<file path="src/rtl/serial_bit_streamer.sv">
// serial_bit_streamer: parallel-in, serial-out feeder for the 1100 sequence detector.
// Words arrive over valid/ready into a one-word holding register and are shifted
// out one bit per enabled clock from a shift register, with no gap between words.
module serial_bit_streamer #(
  parameter int unsigned WIDTH     = 8,
  parameter bit          MSB_FIRST = 1'b1,
  parameter bit          IDLE_BIT  = 1'b0
) (
  input  logic             clk,
  input  logic             rst,
  input  logic [WIDTH-1:0] in_data,
  input  logic             in_valid,
  output logic             in_ready,
  input  logic             en,
  output logic             x,
  output logic             x_valid,
  output logic             word_done,
  output logic             busy
);

  localparam int unsigned CNT_W = (WIDTH > 1) ? $clog2(WIDTH) : 1;
  localparam logic [CNT_W-1:0] LAST_CNT = CNT_W'(WIDTH - 1);

  typedef enum logic {
    IDLE  = 1'b0,
    SHIFT = 1'b1
  } state_t;

  state_t             state_q, state_d;
  logic [WIDTH-1:0]   hold_reg_q, hold_reg_d;
  logic               hold_full_q, hold_full_d;
  logic [WIDTH-1:0]   shift_reg_q, shift_reg_d;
  logic [CNT_W-1:0]   bit_cnt_q, bit_cnt_d;
  logic               x_d, x_valid_d, word_done_d, busy_d, in_ready_d;

  // Bit presented on x for a given shift register content.
  function automatic logic out_bit(input logic [WIDTH-1:0] w);
    return MSB_FIRST ? w[WIDTH-1] : w[0];
  endfunction

  // Move the next bit into the output position.
  function automatic logic [WIDTH-1:0] advance(input logic [WIDTH-1:0] w);
    return MSB_FIRST ? {w[WIDTH-2:0], 1'b0} : {1'b0, w[WIDTH-1:1]};
  endfunction

  // Next-state, datapath and registered-output next values.
  always_comb begin
    state_d     = state_q;
    hold_reg_d  = hold_reg_q;
    hold_full_d = hold_full_q;
    shift_reg_d = shift_reg_q;
    bit_cnt_d   = bit_cnt_q;
    word_done_d = 1'b0;

    unique case (state_q)
      IDLE: begin
        if (hold_full_q) begin
          shift_reg_d = hold_reg_q;
          hold_full_d = 1'b0;
          bit_cnt_d   = '0;
          state_d     = SHIFT;
        end
      end
      SHIFT: begin
        if (en) begin
          if (bit_cnt_q == LAST_CNT) begin
            word_done_d = 1'b1;
            bit_cnt_d   = '0;
            if (hold_full_q) begin
              shift_reg_d = hold_reg_q;
              hold_full_d = 1'b0;
            end else begin
              state_d = IDLE;
            end
          end else begin
            bit_cnt_d   = bit_cnt_q + CNT_W'(1);
            shift_reg_d = advance(shift_reg_q);
          end
        end
      end
      default: state_d = IDLE;
    endcase

    // Accept cannot coincide with a transfer: it needs the holding register empty.
    if (in_valid && !hold_full_q) begin
      hold_reg_d  = in_data;
      hold_full_d = 1'b1;
    end

    x_valid_d  = (state_d == SHIFT);
    x_d        = x_valid_d ? out_bit(shift_reg_d) : IDLE_BIT;
    busy_d     = x_valid_d || hold_full_d;
    in_ready_d = !hold_full_d;
  end

  // State and output registers; asynchronous reset discards all words.
  always_ff @(posedge clk or posedge rst) begin
    if (rst) begin
      state_q     <= IDLE;
      hold_reg_q  <= '0;
      hold_full_q <= 1'b0;
      shift_reg_q <= '0;
      bit_cnt_q   <= '0;
      x           <= IDLE_BIT;
      x_valid     <= 1'b0;
      word_done   <= 1'b0;
      busy        <= 1'b0;
      in_ready    <= 1'b1;
    end else begin
      state_q     <= state_d;
      hold_reg_q  <= hold_reg_d;
      hold_full_q <= hold_full_d;
      shift_reg_q <= shift_reg_d;
      bit_cnt_q   <= bit_cnt_d;
      x           <= x_d;
      x_valid     <= x_valid_d;
      word_done   <= word_done_d;
      busy        <= busy_d;
      in_ready    <= in_ready_d;
    end
  end

endmodule

</file>
<file path="config.mk">
export PLATFORM = sky130hd
export DESIGN_NAME = serial_bit_streamer
export DESIGN_NICKNAME = d
export VERILOG_FILES = /design/src/rtl/serial_bit_streamer.sv
export SDC_FILE = /design/constraint.sdc
export NUM_CORES = 1
export LEC_CHECK = 0
export CORE_MARGIN = 2
export CORE_UTILIZATION = 60
export DETAILED_ROUTE_END_ITERATION = 6
export DONT_BUFFER_PORTS = 1
export GPL_ROUTABILITY_DRIVEN = 0
export PLACE_DENSITY = 0.85
export SKIP_CTS_REPAIR_TIMING = 1
export SLEW_MARGIN = 20
export SYNTH_ARGS = -nofsm -noshare
export SYNTH_HDL_FRONTEND = slang
export SYNTH_SLANG_ARGS = --single-unit
</file>
<file path="constraint.sdc">
create_clock -name clk -period 2 [get_ports clk]
set_clock_uncertainty 0.2 [all_clocks]
set_input_delay 0.4 -clock clk [delete_from_list [all_inputs] [get_ports clk]]
set_output_delay 0.4 -clock clk [all_outputs]
set_load 0.02 [all_outputs]
</file>
After elaboration in Yosys (flattened, before gate mapping)

Cells that the tools add are included.

Add/subtract/negate cells: 1
Eq/ne operators: 3
Muxes and demuxes: 20
Bitwise operators: 1
Reduce and logical (&&, ||, !) cells: 5

Operators with widths:

| operator            | count |
|---|---|
| $mux 8              | 3 |
| $pmux 8 s2          | 1 |
| $mux 1              | 10 |
| $mux 3              | 3 |
| $pmux 3 s2          | 1 |
| $ne 2x2->1 const B  | 2 |
| $pmux 1 s2          | 2 |
| $add 3x1->3 const B | 1 |
| $eq 3x3->1 const B  | 1 |
| $logic_not 1->1     | 2 |
| $reduce_and 2->1    | 1 |
| $logic_and 1x1->1   | 1 |
| $logic_or 1x1->1    | 1 |
| $not 1->1           | 1 |

Register bits: 25
Bits of input ports: 12
Output and inout bits: 5
Word-level logic and storage cells: 40

Logic depth before layout (Yosys ltp)

Gate-level depths: netlist of run 1.

Depth in word-level cells: 6
Mapped depth: 5
Mapped depth without buffers: 5

Worst setup path after synthesis of run 1

No wires, ideal clock.

Path kind: register -> register
Start: register bit_cnt_q[0]
End: register shift_reg_q[2]
Library setup time: 0.122 ns
Arrival: 1.368 ns
Data required time: 1.678 ns
Slack: 0.310 ns
Cell stages (with the launch flop): 6
Path buffers: 0
Clock period less this slack: 1.690 ns
Cells stage by stage: dfrtp_1 > ha_1 > ha_1 > and2b_1 > o21ai_0 > a32o_1

Longest elaborated chain between the ends: 4

RTL lines:

| item                   | RTL line | source |
|---|---|---|
| start, declared        | 33       | `logic [CNT_W-1:0] bit_cnt_q, bit_cnt_d;` |
| start signal, assigned | 114      | `bit_cnt_q <= bit_cnt_d;` |
| $eq 3x3->1             | 66       | `if (bit_cnt_q == LAST_CNT) begin` |
| $mux 8                 | 66       |  |
| $mux 8                 | 65       | `if (en) begin` |
| $pmux 8 s2             | 55       | `unique case (state_q)` |
| end signal, assigned   | 113      | `shift_reg_q <= shift_reg_d;` |
| end, declared          | 32       | `logic [WIDTH-1:0] shift_reg_q, shift_reg_d;` |

Every way passes these cells. The select of a mux whose other input is x is not followed.
A chain may end at the register's enable or synchronous reset.

==> metrics.txt, run 1 <==
final setup TNS=0 ns; Rel. slew slack=60.7%; Total Wirelength=2.04 mm; Worst Path Max Fanout=18; clock root cell=clkbuf_4; vias in the first global route=813; clk slew on worst S/H paths=0.12 ns; Hold Crit Depth=2; worst-path cell chain=buf_4; Starting Density=62.0%; Slew @ Worst Pin=0.590 ns; max_cap viols=0; area growth from synthesis to layout=4.77%; min Tclk post-route=1.90 ns; ANT nets after route=0; endpoints failing setup=0; CP max stage delay=0.74 ns; Die W=48.3 um; final hold violation count=2; PortBufs=0; Final Util=65.0%; core area=1900 um^2; largest net degree at the start of global routing=26; first-pass GRT wire length=3.65 mm; Setup WS post-layout=0.0987 ns; Worst EP arrival=1.30 ns; post-synthesis sequential area ratio=53.1%; nets@finish=124; Crit-path slowest cell=dfrtp_1; TritonCTS Buffers=3; Synth Register Bits=25; Cells after Synth=105; Final Max Tran Viols=0; initial antenna violation count=0; Die ar.=2340 um^2; hold_sp=in_data[2]; synth warn=0; crit end category=output pin; site row count=16; R2R depth=5; Ant. Diodes=0; Mean Syn Cell Area=11.2 um^2; unrepaired setup endpoints after global routing=false; Post-DP HPWL=1.45 mm; Die Height=48.3 um; Reg-to-Reg Start=bit_cnt_q[0]$_DFFE_PP0P_; Hold Path Sink=hold_reg_q[2]$_DFFE_PP0P_; syn_nets=120; crit share post-route=95.1%; io pins=17; critical path required time=1.40 ns; CP startpoint=state_q$_DFF_PP0_; Post-Syn Area=1180 um^2; share of layout cells above drive strength 1=15.7%; violations in the final reports=hold timing; clock sinks=25; H-Tree Depth=1; maximum clock path buffer count=2; WS Path Type=reg -> out; Final Non-Filler Cells=135; Fmax=526 MHz; Placement Setup Slack=0.162 ns; dpl cells=129; clock latency on the worst-skew pair=0.31 ns; TritonCTS clock tree=yes; delay-heaviest family, CP=flip-flops; worst path bufs/invs=1; DRT Pass-1 Iters=4; Hold Crit Class=in -> reg; reg2reg setup slack=0.14 ns; total grt overflow=0; GRT Util Overall=20.1%; via/cell ratio=5.96; crit start category=register; total power=0.00172 W; Post-route DRC=0; Hold Slack=-0.00667 ns; iteration-0 DRC count of the detailed router=17; Worst VDD drop=0.000712 V; PD cells=1390 nW/um^2; Netlist cell types=31; Critical R2R Capture=shift_reg_q[6]$_DFFE_PP0P_; Leakage=0.558 nW; status=finished with violations; DR WL/cell=15.1 um; routed vias=805
layout make-up:
type                       instances  area [um^2]
tap                               27         33.8
clock buffer                       4         26.3
timing repair buffer               5         42.5
fill                             155          666
multi-input combinational         69          488
inverter                           5         18.8
sequential                        25          627
layer usage:
metal / up-vias / track usage [%] / part of all wire, %
met5: - / 0 / 0
met4: 0 / 10.0 / 2.3
met3: 5 / 2.78 / 7.1
met2: 37 / 32.9 / 49
met1: 384 / 26.4 / 41
li1: 379 / - / -
power breakdown:
| part | internal [W] | switching, W | leakage [nW] |
|---|---|---|---|
| clock network | 0.0000781 | 0.000141 | 0.0150 |
| logic | 0.000303 | 0.000284 | 0.254 |
| registers | 0.000736 | 0.000183 | 0.289 |
how the worst max path moves through the flow:
stage	slack [ns]	depth (start not counted)	endpoint
after floorplan	0.31	5	shift_reg_q[2]$_DFFE_PP0P_
after global placement	0.26	5	shift_reg_q[2]$_DFFE_PP0P_
after detailed placement	0.16	5	shift_reg_q[6]$_DFFE_PP0P_
after CTS	0.09	1	x_valid
after global routing	0.006	1	x_valid
final	0.1	1	x_valid
sequential cells by signal, indices dropped and copies added (netlist names):
name / count
word_done: 1
hold_full_q: 1
state_q: 1
x: 1
bit_cnt_q: 3
busy: 1
hold_reg_q: 8
shift_reg_q: 8
in_ready: 1
Yosys cell counts:
library cell  count  share of area [%]
dfrtp_1          24                 51
nand2_1           9                2.9
nor2_1            8                2.5
o21ai_0           7                3.0
mux2_2            6                5.7
mux2i_1           6                5.1
inv_1             5                1.6
buf_4             4                2.5
a22oi_1           3                1.9
a31oi_1           3                1.6
a32o_1            3                2.5
ha_1              3                3.2
nand2b_1          3                1.6
o22ai_1           3                1.6
a21oi_1           2               0.85
a21boi_0          1               0.64
a21boi_1          1               0.64
and2b_1           1               0.64
and3_1            1               0.53
buf_2             1               0.42
buf_6             1               0.95
dfstp_2           1                2.2
nand2b_4          1                1.2
nand3_1           1               0.42
nor2b_2           1               0.74
nor3b_1           1               0.64
o21a_1            1               0.64
o221a_2           1               0.95
o32a_1            1               0.85
or2_2             1               0.53
or3_1             1               0.53
kinds of logic (layout without fill, tap and decap cells):
group,Yosys count,after routing,share of synthesized area [%]
compound gates,26,26,15.2
simple gates,28,28,12.2
mux,12,12,10.8
flops,25,25,53.1
fa+ha+maj,3,3,3.18
buf+inv,11,14,5.51
stage by stage:
step	cell area (um^2)	hold WS, ns
6_report	1240	-0.00667
4_1_cts	1220	-0.206
5_1_grt	1240	0.0000846
2_1_floorplan	1180	0.227
3_5_place_dp	1190	0.156
3_3_place_gp	1190	0.155
placed cells by master, fill, tap and decap left out, types with 2 or more instances in the layout:
cell	n
dfrtp_1	24
nand2_1	9
nor2_1	8
o21ai_0	7
mux2_2	6
mux2i_1	6
inv_1	5
nand2b_1	3
a32o_1	3
a31oi_1	3
o22ai_1	3
a22oi_1	3
ha_1	3
clkbuf_4	3
buf_4	3
a21oi_1	2
dlygate4sd3_1	2
Power figures use the tool's default switching activity.
==> inputs of run 2 (changes only) <==
- ABC_AREA: not set -> 1
==> metrics.txt, run 2 <==
Die W=47.8 um; PD cells=1260 nW/um^2; Leakage=0.679 nW; largest net degree at the start of global routing=26; Fmax=595 MHz; via/cell ratio=5.03; DR WL/cell=11.8 um; site row count=15; maximum clock path buffer count=2; area growth from synthesis to layout=10.5%; ANT nets after route=0; most common cell in the netlist=nand2_1; Netlist cell types=20; io pins=17; syn_nets=155; clock sinks=25; final setup TNS=0 ns; routed vias=880; synth warn=0; clock root cell=clkbuf_4; WS Path Type=reg -> reg; top_reg_cell synth=dfrtp_1; busiest grt layer=met2; Seq pwr share=54.0%; Final Max Tran Viols=0; Die Height=47.8 um; critical path required time=2.03 ns; Ant. Diodes=0; vias in the first global route=816; share of layout cells above drive strength 1=12.0%; PortBufs=0; combinational power share=31.6%; TritonCTS clock tree=yes; worst-path cell chain=ha_1 -> ha_1 -> a21oi_2 -> inv_1 -> nand2_1 -> nand3_1; CP max stage delay=0.42 ns; core area=1760 um^2; Mean Syn Cell Area=8.22 um^2; critical path's most frequent cell=ha_1; crit end category=register; violations in the final reports=hold timing; crit share post-route=84.0%; Total Wirelength=2.06 mm; first-pass GRT wire length=3.39 mm; Synth Register Bits=25; met1 Use GR=26.4%; Worst VDD drop=0.000774 V; Starting Density=65.2%; Rel. slew slack=73.2%; Hold Crit Class=in -> reg; top cells by area, synth=dfrtp_1 (52%), nand2_1 (22%), inv_1 (3.9%), ha_1 (3.3%), nand3_1 (2.6%); total grt overflow=0; Worst EP arrival=1.71 ns; TritonCTS Buffers=3; iteration-0 DRC count of the detailed router=33; crit start category=register; GRT met2 Usage=37.3%; max_cap viols=0; Slew @ Worst Pin=0.403 ns; clock group share of total power=14.3%; ys async rst share=100%; commonest non-fill, non-tap cells in the layout=nand2_1 (66), dfrtp_1 (24), inv_1 (12), nand3_1 (6), dlygate4sd3_1 (6); nets@finish=166; internal power=0.000977 W; DRT Pass-1 Iters=4; met3 Use GR=4.91%; Largest regs=hold_reg_q: 8 flops, shift_reg_q: 8 flops, bit_cnt_q: 3 flops; number of synthesized flops with an enable pin=0; initial antenna violation count=0; min Tclk post-route=1.68 ns; clk slew on worst S/H paths=0.14 ns; total power=0.00161 W; sw frac=39.3%; Crit-path slowest cell=dfrtp_1; Die ar.=2280 um^2; clock latency on the worst-skew pair=0.33 ns; Post-Syn Area=1150 um^2; Post-DP HPWL=1.46 mm; GRT Util Overall=21.7%; status=finished with violations; Post-route DRC=0; Synth top cells by count=nand2_1 (66), dfrtp_1 (24), inv_1 (12); Worst Path Max Fanout=6; H-Tree Depth=1; endpoints failing setup=0; Switch Pwr=0.000631 W; Hold Slack=-0.0248 ns; final hold violation count=2; post-synth top area cell=dfrtp_1; Synth top area share=52.2%; post-synthesis sequential area ratio=54.5%; leading cell type in the layout, fill and taps excluded=nand2_1; Cells after Synth=140; unrepaired setup endpoints after global routing=false
## run 2: cell count changes after synthesis, moves of 5 or more
| cell | change |
|---|---|
| nand2_1 | +57 |
| inv_1 | +7 |
| nand3_1 | +5 |
| mux2_2 | -6 |
| mux2i_1 | -6 |
## run 2: through the flow
stage / cells / util (%) / setup slack (ns) / hold slack (ns) / area (um^2)
after floorplan: 140 / - / 0.461 / 0.227 / 1150
after global placement: 165 / 67.0 / 0.391 / 0.152 / 1180
after detailed placement: 165 / 67.0 / 0.317 / 0.155 / 1180
after CTS: 169 / 68.7 / 0.311 / -0.201 / 1210
after global routing: 175 / 72.1 / 0.175 / -0.000185 / 1270
final: 175 / 72.1 / 0.320 / -0.0248 / 1270
## run 2: power by group through the flow
| stage | Clock [W] | Combinational [W] | Sequential, W |
|---|---|---|---|
| 2_1_floorplan | 0 | 0.000441 | 0.000822 |
| 3_3_place_gp | 0 | 0.000472 | 0.000869 |
| 3_5_place_dp | 0 | 0.000501 | 0.000878 |
| 4_1_cts | 0.000225 | 0.000506 | 0.000869 |
| 5_1_grt | 0.000248 | 0.000602 | 0.000895 |
| 6_report | 0.000231 | 0.000509 | 0.000869 |
## run 2: path summary, 6_finish.rpt
kind | depth (start not counted) | endpoint | startpoint | slack [ns]
max in group asynchronous | 3 | in_ready$_DFF_PP1_ | rst | 0.96
min in group asynchronous | 3 | hold_reg_q[0]$_DFFE_PP0P_ | rst | 0.35
hold reg to reg | 2 | hold_reg_q[0]$_DFFE_PP0P_ | hold_reg_q[0]$_DFFE_PP0P_ | 0.31
hold / removal | 2 | hold_reg_q[1]$_DFFE_PP0P_ | in_data[1] | -0.02
setup / recovery | 6 | shift_reg_q[1]$_DFFE_PP0P_ | bit_cnt_q[0]$_DFFE_PP0P_ | 0.32
setup reg to reg | 6 | shift_reg_q[1]$_DFFE_PP0P_ | bit_cnt_q[0]$_DFFE_PP0P_ | 0.32
## run 2: logic make-up (layout without fill, tap and decap cells)
| family | Yosys count | count (layout) | share of synthesized area, % |
|---|---|---|---|
| AO/OA/AOI/OAI | 11 | 11 | 5.65 |
| adder cells (fa/ha/maj) | 3 | 3 | 3.26 |
| buffers and inverters | 16 | 26 | 5.54 |
| flip-flops | 25 | 25 | 54.5 |
| AND/OR/NAND/NOR | 85 | 85 | 31.1 |
## run 2: cell type report
type	count	area, um^2
Inverter	15	56.3
Fill cell	151	492
Clock inverter	1	7.51
Multi-Input combinational cell	99	460
Tap cell	25	31.3
Clock buffer	3	22.5
Sequential cell	25	627
Timing Repair Buffer	7	67.6
## run 2: worst max-delay path, delay by kind of cell, from the launching register on
kind / cells / cell delay, ns
buffers and inverters: 1 / 0.13
AO/OA/AOI/OAI: 1 / 0.20
flip-flops: 1 / 0.42
adder cells (fa/ha/maj): 2 / 0.48
AND/OR/NAND/NOR: 2 / 0.15
## run 2: layer usage
| metal | vias to the layer above | wire (um) | share of wire (%) |
|---|---|---|---|
| li1 | 445 | - | - |
| met3 | 5 | 88 | 4.3 |
| met1 | 408 | 879 | 43 |
| met2 | 22 | 1060 | 51 |
| met5 | - | 0 | 0 |
| met4 | 0 | 36 | 1.7 |
